## src/rtl/seg_scan_controller_if.sv

```systemverilog
// Bus between the stopwatch core and the display scan controller:
// digit data/load handshake in one direction, scan drive in the other.
interface seg_scan_controller_if #(
    parameter int NUM_DIGITS = 4,
    parameter int DIG_W      = 5
);
    logic                        enable;
    logic [NUM_DIGITS*DIG_W-1:0] digits_in;
    logic [NUM_DIGITS-1:0]       dp_in;
    logic                        blank_lz;
    logic                        load;
    logic                        load_ack;
    logic [DIG_W-1:0]            dec_v;
    logic [NUM_DIGITS-1:0]       an_n;
    logic                        dp_n;
    logic                        frame_done;

    modport master (
        output enable, digits_in, dp_in, blank_lz, load,
        input  load_ack, dec_v, an_n, dp_n, frame_done
    );

    modport slave (
        input  enable, digits_in, dp_in, blank_lz, load,
        output load_ack, dec_v, an_n, dp_n, frame_done
    );
endinterface

```

## src/rtl/seg_scan_controller.sv

```systemverilog
// Time-multiplexed seven-segment scan sequencer: one digit lit at a time with
// dark gaps between digits, leading-zero blanking, and frame-aligned updates.
module seg_scan_controller #(
    parameter int NUM_DIGITS  = 4,
    parameter int REFRESH_DIV = 100000,
    parameter int BLANK_GAP   = 8,
    parameter int DIG_W       = 5
) (
    input logic                  clk,
    input logic                  rst_n,
    seg_scan_controller_if.slave bus
);
    localparam int IDX_W = (NUM_DIGITS > 1)  ? $clog2(NUM_DIGITS)  : 1;
    localparam int ON_W  = (REFRESH_DIV > 1) ? $clog2(REFRESH_DIV) : 1;
    localparam int GAP_W = (BLANK_GAP > 1)   ? $clog2(BLANK_GAP)   : 1;
    localparam int DW    = NUM_DIGITS * DIG_W;

    localparam logic [1:0] S_IDLE = 2'd0;
    localparam logic [1:0] S_GAP  = 2'd1;
    localparam logic [1:0] S_ON   = 2'd2;

    localparam logic [IDX_W-1:0] IDX_LAST   = IDX_W'(NUM_DIGITS - 1);
    localparam logic [ON_W-1:0]  ON_LAST    = ON_W'(REFRESH_DIV - 1);
    localparam logic [GAP_W-1:0] GAP_LAST   = GAP_W'((BLANK_GAP > 0) ? BLANK_GAP - 1 : 0);
    localparam logic [1:0]       S_PRE_DIG  = (BLANK_GAP > 0) ? S_GAP : S_ON;

    logic [1:0]            state, state_nx;
    logic [IDX_W-1:0]      idx, idx_nx;
    logic [ON_W-1:0]       on_cnt, on_nx;
    logic [GAP_W-1:0]      gap_cnt, gap_nx;
    logic                  boundary;
    logic                  apply;

    logic [DW-1:0]         act_d, act_d_nx, sh_d, sh_d_eff;
    logic [NUM_DIGITS-1:0] act_dp, act_dp_nx, sh_dp, sh_dp_eff;
    logic                  pending;

    logic [DIG_W-1:0]      shown [NUM_DIGITS];
    logic [DIG_W-1:0]      dec_nx;
    logic [NUM_DIGITS-1:0] an_nx;
    logic                  dp_nx;

    // Scan sequencing: gap/on phase counting, digit advance, frame boundary.
    always_comb begin
        state_nx = state;
        idx_nx   = idx;
        on_nx    = on_cnt;
        gap_nx   = gap_cnt;
        boundary = 1'b0;
        case (state)
            S_IDLE: begin
                if (bus.enable) begin
                    state_nx = S_PRE_DIG;
                    idx_nx   = '0;
                    on_nx    = '0;
                    gap_nx   = '0;
                end
            end
            S_GAP: begin
                if (gap_cnt == GAP_LAST) begin
                    state_nx = S_ON;
                    gap_nx   = '0;
                end else begin
                    gap_nx = gap_cnt + GAP_W'(1);
                end
            end
            S_ON: begin
                if (on_cnt == ON_LAST) begin
                    on_nx    = '0;
                    state_nx = S_PRE_DIG;
                    if (idx == IDX_LAST) begin
                        idx_nx   = '0;
                        boundary = 1'b1;
                    end else begin
                        idx_nx = idx + IDX_W'(1);
                    end
                end else begin
                    on_nx = on_cnt + ON_W'(1);
                end
            end
            default: state_nx = S_IDLE;
        endcase
        // Disable wins over everything, including a frame boundary in the same cycle.
        if (state != S_IDLE && !bus.enable) begin
            state_nx = S_IDLE;
            idx_nx   = '0;
            on_nx    = '0;
            gap_nx   = '0;
            boundary = 1'b0;
        end
    end

    // Load application: a load on the boundary cycle itself bypasses the shadow.
    always_comb begin
        sh_d_eff  = bus.load ? bus.digits_in : sh_d;
        sh_dp_eff = bus.load ? bus.dp_in : sh_dp;
        if (boundary) begin
            apply = pending | bus.load;
        end else begin
            apply = (state == S_IDLE) && pending;
        end
        act_d_nx  = apply ? sh_d_eff : act_d;
        act_dp_nx = apply ? sh_dp_eff : act_dp;
    end

    // Leading-zero blanking, scanning from the most significant digit down.
    always_comb begin
        logic             zero_run;
        logic [DIG_W-1:0] code;
        zero_run = 1'b1;
        code     = '0;
        for (int unsigned i = NUM_DIGITS; i > 0; i--) begin
            code     = act_d_nx[(i-1)*DIG_W +: DIG_W];
            zero_run = zero_run & (code == '0);
            if (bus.blank_lz && zero_run && (i > 1)) begin
                shown[i-1] = '1;
            end else begin
                shown[i-1] = code;
            end
        end
    end

    // Output decode from the next state so registered outputs line up with state.
    always_comb begin
        an_nx  = '1;
        dp_nx  = 1'b1;
        dec_nx = '1;
        case (state_nx)
            S_GAP: dec_nx = shown[idx_nx];
            S_ON: begin
                dec_nx        = shown[idx_nx];
                an_nx[idx_nx] = 1'b0;
                dp_nx         = ~act_dp_nx[idx_nx];
            end
            default: ;
        endcase
    end

    // Scan state registers.
    always_ff @(posedge clk or negedge rst_n) begin
        if (!rst_n) begin
            state   <= S_IDLE;
            idx     <= '0;
            on_cnt  <= '0;
            gap_cnt <= '0;
        end else begin
            state   <= state_nx;
            idx     <= idx_nx;
            on_cnt  <= on_nx;
            gap_cnt <= gap_nx;
        end
    end

    // Shadow/active digit data and the pending-load flag.
    always_ff @(posedge clk or negedge rst_n) begin
        if (!rst_n) begin
            act_d   <= '1;
            act_dp  <= '0;
            sh_d    <= '0;
            sh_dp   <= '0;
            pending <= 1'b0;
        end else begin
            act_d  <= act_d_nx;
            act_dp <= act_dp_nx;
            if (bus.load) begin
                sh_d  <= bus.digits_in;
                sh_dp <= bus.dp_in;
            end
            if (apply) begin
                pending <= 1'b0;
            end else if (bus.load) begin
                pending <= 1'b1;
            end
        end
    end

    // Registered display drive and event pulses.
    always_ff @(posedge clk or negedge rst_n) begin
        if (!rst_n) begin
            bus.an_n       <= '1;
            bus.dp_n       <= 1'b1;
            bus.dec_v      <= '1;
            bus.frame_done <= 1'b0;
            bus.load_ack   <= 1'b0;
        end else begin
            bus.an_n       <= an_nx;
            bus.dp_n       <= dp_nx;
            bus.dec_v      <= dec_nx;
            bus.frame_done <= boundary;
            bus.load_ack   <= apply;
        end
    end
endmodule
```

## src/flat_wrapper.sv

```systemverilog
// flat-port wrapper written by rule: the top's interface ports become plain ports
module seg_scan_controller_flat 
#(
    parameter int NUM_DIGITS  = 4,
    parameter int REFRESH_DIV = 100000,
    parameter int BLANK_GAP   = 8,
    parameter int DIG_W       = 5
)
  (clk, rst_n, bus_enable, bus_digits_in, bus_dp_in, bus_blank_lz, bus_load, bus_load_ack, bus_dec_v, bus_an_n, bus_dp_n, bus_frame_done);
  seg_scan_controller_if #(.NUM_DIGITS(NUM_DIGITS), .DIG_W(DIG_W)) bus_i ();
  input logic clk;
  input logic rst_n;
  input wire logic [$bits(bus_i.enable)-1:0] bus_enable;
  input wire logic [$bits(bus_i.digits_in)-1:0] bus_digits_in;
  input wire logic [$bits(bus_i.dp_in)-1:0] bus_dp_in;
  input wire logic [$bits(bus_i.blank_lz)-1:0] bus_blank_lz;
  input wire logic [$bits(bus_i.load)-1:0] bus_load;
  output wire logic [$bits(bus_i.load_ack)-1:0] bus_load_ack;
  output wire logic [$bits(bus_i.dec_v)-1:0] bus_dec_v;
  output wire logic [$bits(bus_i.an_n)-1:0] bus_an_n;
  output wire logic [$bits(bus_i.dp_n)-1:0] bus_dp_n;
  output wire logic [$bits(bus_i.frame_done)-1:0] bus_frame_done;
  assign bus_i.enable = bus_enable;
  assign bus_i.digits_in = bus_digits_in;
  assign bus_i.dp_in = bus_dp_in;
  assign bus_i.blank_lz = bus_blank_lz;
  assign bus_i.load = bus_load;
  assign bus_load_ack = bus_i.load_ack;
  assign bus_dec_v = bus_i.dec_v;
  assign bus_an_n = bus_i.an_n;
  assign bus_dp_n = bus_i.dp_n;
  assign bus_frame_done = bus_i.frame_done;
  seg_scan_controller #(.NUM_DIGITS(NUM_DIGITS), .REFRESH_DIV(REFRESH_DIV), .BLANK_GAP(BLANK_GAP), .DIG_W(DIG_W)) u_core (.clk(clk), .rst_n(rst_n), .bus(bus_i));
endmodule
```

## config.mk

```make
export PLATFORM = sky130hd
export DESIGN_NAME = seg_scan_controller_flat
export DESIGN_NICKNAME = d
export VERILOG_FILES = /design/src/rtl/seg_scan_controller_if.sv /design/src/rtl/seg_scan_controller.sv /design/src/flat_wrapper.sv
export SDC_FILE = /design/constraint.sdc
export NUM_CORES = 1
export LEC_CHECK = 0
export ABC_CLOCK_PERIOD_IN_PS = 2840
export CORE_UTILIZATION = 55
export CTS_CLUSTER_DIAMETER = 120
export DETAILED_ROUTE_END_ITERATION = 6
export PLACE_DENSITY = 0.77
export SLEW_MARGIN = 20
export SYNTH_ARGS = -nofsm -noshare
export SYNTH_HDL_FRONTEND = slang
export SYNTH_SLANG_ARGS = --single-unit
```

## constraint.sdc

```tcl
create_clock -name clk -period 2.84 [get_ports clk]
set_clock_uncertainty 0.1 [all_clocks]
set_input_delay 0.426 -clock clk [delete_from_list [all_inputs] [get_ports clk]]
set_output_delay 0.426 -clock clk [all_outputs]
set_load 0.02 [all_outputs]
```

# Yosys cells after proc, flatten, opt, wreduce, memory -nomap -nowiden
# Cells that the tools add are included.
[classes]
div_mod_pow = 0
n_mul = 0
n_bitwise = 6
eq_ne = 8
n_mux = 42
reduce_logical = 18
order_cmp = 3
n_shift = 0
addsub = 3
[ops]
columns = ["cell", "count"]
rows = [
  ["$mux W17", 3],
  ["$mux W20", 2],
  ["$pmux W17 S2", 1],
  ["$mux W5", 6],
  ["$add A17 B1 Y17 const B", 1],
  ["$eq A17 B17 Y1 const B", 1],
  ["$mux W2", 8],
  ["$logic_not A5 Y1", 3],
  ["$mux W4", 3],
  ["$bmux W5 S2", 1],
  ["$mux W1", 10],
  ["$mux W3", 3],
  ["$eq A2 B2 Y1 const B", 3],
  ["$logic_and A1 B1 Y1", 6],
  ["$pmux W2 S3", 1],
  ["$pmux W3 S2", 1],
  ["$reduce_bool A3 Y1", 2],
  ["$eq A2 B1 Y1 const B", 2],
  ["$not A4 Y4", 1],
  ["$pmux W2 S2", 1],
  ["$reduce_and A2 Y1", 2],
  ["$reduce_bool A2 Y1", 2],
  ["$add A3 B1 Y3 const B", 1],
  ["$eq A3 B3 Y1 const B", 1],
  ["other kinds (14)", 15],
]
[word_totals]
ramBits = 0
n_memories = 0
latchBits = 0
output_inout_bits = 12
in_bits = 29
word_cells = 94
mem_bits_ro = 0
regBits = 85

# Longest topological paths before layout
# Gate-level depths: netlist of run 1.
[depth]
ltp_word = 16
ltp_mapped = 12
mapped_depth_nobuf = 9

# Worst setup path before layout of run 1
# Ideal clock, no wire load.
[synth_path]
kind = "flip-flop to flip-flop"
start = "register u_core.on_cnt[0]"
end = "register u_core.bus.dec_v[0]"
required_time_ns = 2.658
slack_ns = 0.271
stages_incl_launch_ff = 12
t_arrival_ns = 2.388
period_less_slack_ns = 2.569
path_buffers = 2
setup_time_ns = 0.082
path_cell_list = "dfrtp_1 ha_1 and4_1 and4_1 buf_6 a22oi_2 o22a_2 buf_6 inv_6 or3_4 o32a_1 a211o_1"
[synth_lines]
columns = ["item", "line_no", "text"]
rows = [
  ["start: declaration", "seg_scan_controller.sv:29", "logic [ON_W-1:0] on_cnt, on_nx;"],
  ["start signal: assignment", "seg_scan_controller.sv:149", "on_cnt <= on_nx;"],
  ["$eq A17 B17 Y1", "seg_scan_controller.sv:68", "if (on_cnt == ON_LAST) begin"],
  ["$mux W2", "seg_scan_controller.sv:68", ""],
  ["$pmux W2 S2", "seg_scan_controller.sv:50", "case (state)"],
  ["$mux W2", "seg_scan_controller.sv:84", "if (state != S_IDLE && !bus.enable) begin"],
  ["via u_core.idx_nx[0]", "seg_scan_controller.sv:28", "logic [IDX_W-1:0] idx, idx_nx;"],
  ["$not A2 Y3 (implied by the code)", "seg_scan_controller.sv:129, seg_scan_controller.sv:131", ""],
  ["$bmux W5 S2", "seg_scan_controller.sv:129, seg_scan_controller.sv:131", ""],
  ["$mux W5 (implied by the code) (2 in series)", "seg_scan_controller.sv:129, seg_scan_controller.sv:131", ""],
  ["$mux W5", "n/a", ""],
  ["via u_core.dec_nx[0]", "seg_scan_controller.sv:39", "logic [DIG_W-1:0] dec_nx;"],
  ["end signal: assignment", "seg_scan_controller.sv:188", "bus.dec_v <= dec_nx;"],
  ["end: declaration", "seg_scan_controller_if.sv:25", "output load_ack, dec_v, an_n, dp_n, frame_done"],
]
# The timed path passes the listed nets, and every way through them passes these cells. The select of a mux whose other input is x is not followed.
# A chain may end at the register's enable or synchronous reset.

# Worst setup path after layout of run 1
[layout_path]
start = "register u_core.on_cnt[0]"
end = "register u_core.bus.dec_v[3]"
[layout_via]
elab_chain_cells = 15
[layout_rtl]
columns = ["item", "line_no", "text"]
rows = [
  ["$eq A17 B17 Y1 *", "seg_scan_controller.sv:68", ""],
  ["$mux W1 *", "seg_scan_controller.sv:68", ""],
  ["$mux W1 *", "seg_scan_controller.sv:50", ""],
  ["$mux W1 *", "seg_scan_controller.sv:84", ""],
  ["$mux W1 *", "seg_scan_controller.sv:97", "if (boundary) begin"],
  ["$mux W20 *", "seg_scan_controller.sv:102", "act_d_nx = apply ? sh_d_eff : act_d;"],
  ["via u_core.act_d_nx[18]", "seg_scan_controller.sv:34", "logic [DW-1:0] act_d, act_d_nx, sh_d, sh_d_eff;"],
  ["$logic_not A5 Y1", "seg_scan_controller.sv:114", "zero_run = zero_run & (code == '0);"],
  ["$and A1 B1 Y1 (2 in series)", "seg_scan_controller.sv:114", ""],
  ["$logic_and A1 B1 Y1", "seg_scan_controller.sv:115", "if (bus.blank_lz && zero_run && (i > 1)) begin"],
  ["$mux W5", "seg_scan_controller.sv:115", ""],
  ["$bmux W5 S2 *", "seg_scan_controller.sv:129, seg_scan_controller.sv:131", ""],
  ["$mux W5 (implied by the code) * (2 in series)", "seg_scan_controller.sv:129, seg_scan_controller.sv:131", ""],
  ["$mux W5 *", "n/a", ""],
  ["via u_core.dec_nx[3]", "seg_scan_controller.sv:39", ""],
]
# The timed path passes the listed nets; every way through them passes the cells marked *. The select of a mux whose other input is x is not followed.

==> results.md, run 1 <==
- Cts bufs inserted: 9
- Placed cells: 514
- TritonCTS clock tree: yes
- Largest net degree at the start of global routing: 45
- Critical-path top delay cell: dfrtp_1
- Status: completed
- Total number of yosys warnings: 0
- WS Path Type: flop to flop
- Mapped Cells: 374
- FF/Latch Area: 0.00216 mm2
- Post-route clock period utilization: 98.4%
- Synth top area cells: dfrtp_1, dfstp_2, mux2_2
- Global-route wire length before repair: 14.4 mm
- Die area: 0.00774 mm2
- Rows: 30
- Ys async rst share: 100%
- WL/cell: 16.4 um
- Routability Congestion: 0.844
- Placeable core region: 0.00698 mm2
- Worst slew pin tran: 520 ps
- Post-detail-place hpwl: 6.16 mm
- Power Dens Cells: 570 mW/mm2
- FMAX: 358 MHz
- CP startpoint kind: flop
- Critical Path AT: 2980 ps
- Die X: 88.0 um
- Residual DRC: 0
- Post-Layout Cell Count: 532
- Post-layout nets: 465
- Reg2reg path depth: 9
- Slew margin rel.: 65.3%
- Drt first pass iters: 4
- Slowest stage delay, CP: 410 ps
- Crit. End Element: flop
- Antenna Nets Post-Route: 0
- Synth cell types: 58
- Share of cells above drive strength 1: 26.1%
- Setup-failing EPs final: 0
- Port bufs: 40
- Synthesized flop and latch total: 85
- Max-slew violations: 0
- Yosys top cell by area: dfrtp_1
- Worst-Skew Late Latency: 350 ps
- Mean Syn Cell Area: 10.9 um2
- Final hold vios: 0
- CP required: 3020 ps
- Mapped cell area: 0.00407 mm2
- P_leak: 2.07 nW
- Initial Util: 58.2%
- Final min period: 2790 ps
- Sink Count: 85
- Fillers: 514
- DR vias/cell: 5.79
- Post-placement cell area: 0.00467 mm2
- Hold-critical path depth: 1
- Clock Tree Root: clkbuf_8
- Layout area overhead: 21.1%
- Initial antenna violation count: 0
- Reg clk slew, reported paths: 80 ps
- Multi-input logic area: 0.00172 mm2
- Hold Path Class: flop to flop
- IO Count: 41
- Place WS: -192 ps
- Worst setup margin: 45.7 ps
- Post-synthesis sequential area ratio: 53.2%
- Worst path cell trace: ha_1, and4_1, nand4_1, buf_4, o21ai_2, buf_12, mux2_2, o32a_1, a211o_1
- Syn Nets: 408
- CTS max path bufs: 2
- DR vias: 3081
- Total wire length: 8.72 mm
- GRT Util Overall: 24.6%
- H-tree Lvls: 3
- Max-cap violation count: 0
- Number of synthesized flops with an enable pin: 0
- Worst VDD drop: 0.259 mV
- Gr ovfl total: 0
- CP Max Fanout: 19
- Area share of the largest cell type after synthesis: 33.8%
- First DRT Iteration DRCs: 179
- Power Total: 0.00281 W
- Number of global-route vias before repair: 3033
- Top_reg_cell synth: dfrtp_1
- Antenna Diode Count: 0
- Design area: 0.00492 mm2
- Die height: 88.0 um
## critical path, delay by kind of cell, from the launching register on
family                     cells  cell delay, ps
and+or+nand+nor                2             430
buffers and inverters          2             370
DFF                            1             410
adders and majority gates      1             220
AOI/OAI and AO/OA              3             830
muxes                          1             360
## where the power goes
group / internal, W / switching, W / total, W / leakage, nW
registers: 0.00140 / 0.0000566 / 0.00146 / 1.01
logic: 0.000218 / 0.000229 / 0.000447 / 0.959
clock network: 0.000460 / 0.000437 / 0.000897 / 0.103
total: 0.00208 / 0.000724 / 0.00281 / 2.07
## Yosys cell counts, types with 4 or more instances
| cell | count |
|---|---|
| inv_1 | 25 |
| o21ai_0 | 38 |
| clkbuf_1 | 9 |
| mux2_2 | 28 |
| nand3_1 | 10 |
| a21oi_1 | 8 |
| dfrtp_1 | 55 |
| a22o_1 | 7 |
| o31ai_1 | 4 |
| nand2_1 | 31 |
| o22ai_1 | 6 |
| nor2_1 | 14 |
| a31oi_1 | 5 |
| nand4_1 | 5 |
| buf_2 | 6 |
| mux2i_1 | 12 |
| nand2b_1 | 7 |
| o32a_1 | 4 |
| a211o_1 | 4 |
| dfstp_2 | 30 |
| ha_1 | 5 |
| nor3_1 | 7 |
## layout by cell type, fill, tap and decap left out, drive strengths merged, types with 2 or more instances in the layout
cell	synthesis	layout
a211o	4	4
a21oi	9	9
a22o	7	7
a22oi	4	4
a31oi	5	5
and2	3	3
and3	4	4
and4	2	2
and4bb	2	2
buf	11	26
clkbuf	9	12
clkdlybuf4s50	0	39
dfrtp	55	55
dfstp	30	30
ha	5	5
inv	26	27
mux2	28	28
mux2i	12	12
nand2	31	31
nand2b	7	7
nand3	10	10
nand3b	2	2
nand4	5	5
nor2	14	14
nor2b	2	2
nor3	7	7
nor4	2	2
nor4b	4	4
o21ai	39	39
o21bai	2	2
o22ai	6	6
o2bb2ai	2	2
o31ai	4	4
o32a	4	4
or2	2	2
or3	2	2
or4	2	2
## kinds of logic (layout without fill, tap and decap cells)
logic type	Yosys count	after routing	synth area share [%]
XOR/XNOR	1	1	0.215
AO/OA/AOI/OAI	92	92	14.8
buffers and inverters	46	108	5.11
adder cells (fa/ha/maj)	5	5	1.54
AND/OR/NAND/NOR	105	105	14.4
flip-flops	85	85	53.2
multiplexers	40	40	10.7
## final timing paths
kind	from	endpoint	slack (ps)
max in group asynchronous	rst_n	u_core.bus.an_n[2]$_DFF_PN1_	1430
min reg2reg	u_core.sh_d[1]$_DFF_PN0_	u_core.sh_d[1]$_DFF_PN0_	400
max	u_core.on_cnt[0]$_DFFE_PN0P_	u_core.bus.dec_v[3]$_DFF_PN1_	50
min in group asynchronous	rst_n	u_core.sh_d[3]$_DFF_PN0_	500
min	u_core.sh_d[1]$_DFF_PN0_	u_core.sh_d[1]$_DFF_PN0_	400
max reg2reg	u_core.on_cnt[0]$_DFFE_PN0P_	u_core.bus.dec_v[3]$_DFF_PN1_	50
## stage by stage
step	hold slack, ps	util [%]	TNS, ps
finish	401	70.5	0
CTS	408	70.1	0
floorplan	30.4	-	0
detailed placement	336	66.9	-944
global placement	336	66.9	-732
global route	427	70.5	-153
## final cells by class
cell class / count / area share (%)
Sequential cell: 85 / 44.0
Timing Repair Buffer: 66 / 12.3
Multi-Input combinational cell: 243 / 34.9
Tap cell: 96 / 2.44
Clock buffer: 12 / 3.15
Inverter: 26 / 2.08
Clock inverter: 4 / 1.12
## registers in the layout (all words and copies together), names as in the netlist
register and count:
u_core.act_d 20, u_core.pending 1, u_core.bus.load_ack 1, u_core.bus.an_n 4, u_core.sh_dp 4, u_core.bus.frame_done 1
u_core.bus.dec_v 5, u_core.sh_d 20, u_core.bus.dp_n 1, u_core.gap_cnt 3, u_core.on_cnt 17, u_core.state 2
u_core.act_dp 4, u_core.idx 2
## repair_timing
action                                  4_1_cts  5_1_grt
hold endpoints to repair                     23        0
hold buffers                                  1        0
gates resized for setup                       0        4
buffers inserted                              0        1
endpoints found under the setup margin        0        6
## layer usage
metal	global-route usage [%]	routed length, um	vias to the layer above
li1	-	-	1462
met1	30.9	3800	1532
met2	42.5	4460	76
met3	3.68	347	11
met4	10.4	120	0
met5	0	0	-
Note: power is estimated with default switching activity, not from simulation.
==> inputs of run 2 (changes only) <==
ABC_CLOCK_PERIOD_IN_PS = 3300   (was 2840)
clock period = 3.3 ns   (was 2.84 ns; I/O delays follow)
==> run 2 against run 1 <==
  * Cell area shrank 2.8%
  * Combinational power fell by 20%
  * Largest power group unchanged
  * Sequential cell count did not move
  * Critical path type unchanged
  * Hold slack got worse by 370 ps
  * Routed wire length fell by 4.3%
  * Final cell count fell by 3.4%
  * Die area unchanged
  * Register-to-register slack better by 370 ps
  * Via count decreased by 4.1%
==> results.md, run 2 (synthesis gave the netlist of run 1 again) <==
- Status: completed
- R2R Path Start: u_core.on_cnt[0]$_DFFE_PN0P_
- First DRT Iteration DRCs: 152
- Max-cap violation count: 0
- CP Max Fanout: 9
- Clock Tree Root: clkbuf_8
- Hold Path Class: input pin to asynchronous set/reset pin
- Unrepaired setup endpoints after global routing: false
- Die height: 88.0 um
- GRT Util Overall: 23.3%
- Most frequent cells in the layout: dfrtp_1, clkdlybuf4s50_1, o21ai_0
- Critical Path AT: 3080 ps
- Final hold vios: 0
- # hold bufs at CTS: 0
- P_leak: 1.99 nW
- Slowest stage delay, CP: 420 ps
- Largest delay share family, worst path: compound AO/OA/AOI/OAI gates
- Reg-to-Reg End: u_core.bus.dec_v[1]$_DFF_PN1_
- Worst path bufs/invs: 1
- Antenna Nets Post-Route: 0
- Setup TNS Final: 0 ps
- Initial antenna violation count: 0
- Share of cells above drive strength 1: 22.7%
- Multi-input logic area: 0.00169 mm2
- Placed cells: 498
- Antenna Diode Count: 0
- Worst path cell trace: ha_1, and4_1, nand4_1, a21oi_2, o22a_2, inv_6, or3_4, o32a_1, a211o_1
- Post-layout nets: 447
- Post-detail-place hpwl: 5.79 mm
- Drt first pass iters: 5
- Cts bufs inserted: 9
- Commonest non-fill, non-tap cell in the layout: dfrtp_1
- Die area: 0.00774 mm2
- Top flop regs: u_core.act_d: 20 flops, u_core.sh_d: 20 flops, u_core.on_cnt: 17 flops
- WS Path Type: flop to flop
- H-tree Lvls: 3
- TritonCTS clock tree: yes
- Setup slack on the worst flop-to-flop path: 410 ps
- Worst VDD drop: 0.235 mV
- DR vias/cell: 5.75
- Worst slew pin tran: 761 ps
- Reg clk slew, reported paths: 90 ps
- Largest net degree at the start of global routing: 86
- Die X: 88.0 um
- CTS max path bufs: 2
- Number of global-route vias before repair: 2860
- CP startpoint kind: flop
- Port bufs: 40
- Critical-path top delay cell: dfrtp_1
- DR vias: 2954
- Layout area overhead: 17.7%
- Slew margin rel.: 49.3%
- Placeable core region: 0.00698 mm2
- Total wire length: 8.35 mm
- Setup-failing EPs final: 0
- Post-Layout Cell Count: 514
- Routability Congestion: 0.804
- Max-slew violations: 0
- Residual DRC: 0
- Global-route wire length before repair: 13.7 mm
- Post CTS Setup Buffer Count: 0
- CP required: 3490 ps
- CTS resizes: 0
- Sink Count: 85
- Fillers: 559
- Post-route clock period utilization: 87.5%
- Rows: 30
- Initial Util: 58.2%
- Gr ovfl total: 0
- Reg2reg path depth: 9
- Power Dens Cells: 513 mW/mm2
- FF/Latch Area: 0.00216 mm2
- WL/cell: 16.2 um
- Util after Layout: 68.5%
- FMAX: 346 MHz
- Worst-Skew Late Latency: 360 ps
- Final min period: 2890 ps
- Crit. End Element: flop
- IO Count: 41
[run 2: cell count changes in the layout (fill, tap and decap cells not counted), sizes merged]
cell         change
bufinv           +1
dlygate4sd3      -1
clkinv           +1
buf             -17
clkinvlp         -1
inv              +2
clkbuf           -3
[run 2: worst register-to-register path, stage by stage (launching register included)]
cell	delay (ps)
dfrtp_1	420
ha_1	220
and4_1	270
nand4_1	250
a21oi_2	270
o22a_2	320
inv_6	60
or3_4	420
o32a_1	210
a211o_1	310
[run 2: area by class of cell]
cell class,instances,area share [%]
clock buffer,9,2.59
multi-input combinational,243,35.4
tap,96,2.51
inverter,26,2.14
sequential,85,45.2
timing repair buffer,48,9.91
clock inverter,7,2.22
[run 2: power by group]
part | total (W) | internal [W] | switching, W
logic | 0.000359 | 0.000170 | 0.000189
clock network | 0.000843 | 0.000439 | 0.000404
registers | 0.00125 | 0.00121 | 0.0000452
total | 0.00246 | 0.00182 | 0.000638
[run 2: stage by stage]
step           total power (W)  cell area, um2  setup WS (ps)  hold slack, ps
2_1_floorplan          0.00148            4070            731            99.4
3_3_place_gp           0.00161            4550            291             380
3_5_place_dp           0.00163            4550            127             385
4_1_cts                0.00247            4780            405             247
5_1_grt                0.00256            4790            181             126
6_report               0.00246            4790            412            30.7
[run 2: worst max-delay path by stage]
stage	start	end	slack, ps	depth (start not counted)
4_1_cts	u_core.on_cnt[0]$_DFFE_PN0P_	u_core.bus.dec_v[1]$_DFF_PN1_	400	9
6_report	u_core.on_cnt[0]$_DFFE_PN0P_	u_core.bus.dec_v[1]$_DFF_PN1_	410	9
3_5_place_dp	bus_load	u_core.bus.dec_v[1]$_DFF_PN1_	130	8
3_3_place_gp	bus_load	u_core.bus.dec_v[3]$_DFF_PN1_	290	8
5_1_grt	u_core.on_cnt[0]$_DFFE_PN0P_	u_core.bus.dec_v[1]$_DFF_PN1_	180	9
2_1_floorplan	u_core.on_cnt[0]$_DFFE_PN0P_	u_core.bus.dec_v[0]$_DFF_PN1_	730	11
[run 2: layer usage]
metal / wire, um / track usage [%]
met5: 0 / 0
met4: 150 / 8.79
met3: 377 / 3.96
met2: 4120 / 38.5
met1: 3700 / 30.8
==> inputs of run 3 (changes only) <==
SETUP_SLACK_MARGIN = 0.1   (was unset)
==> results of run 3 <==
Final layout, timing and power as in run 2 (identical DEF).
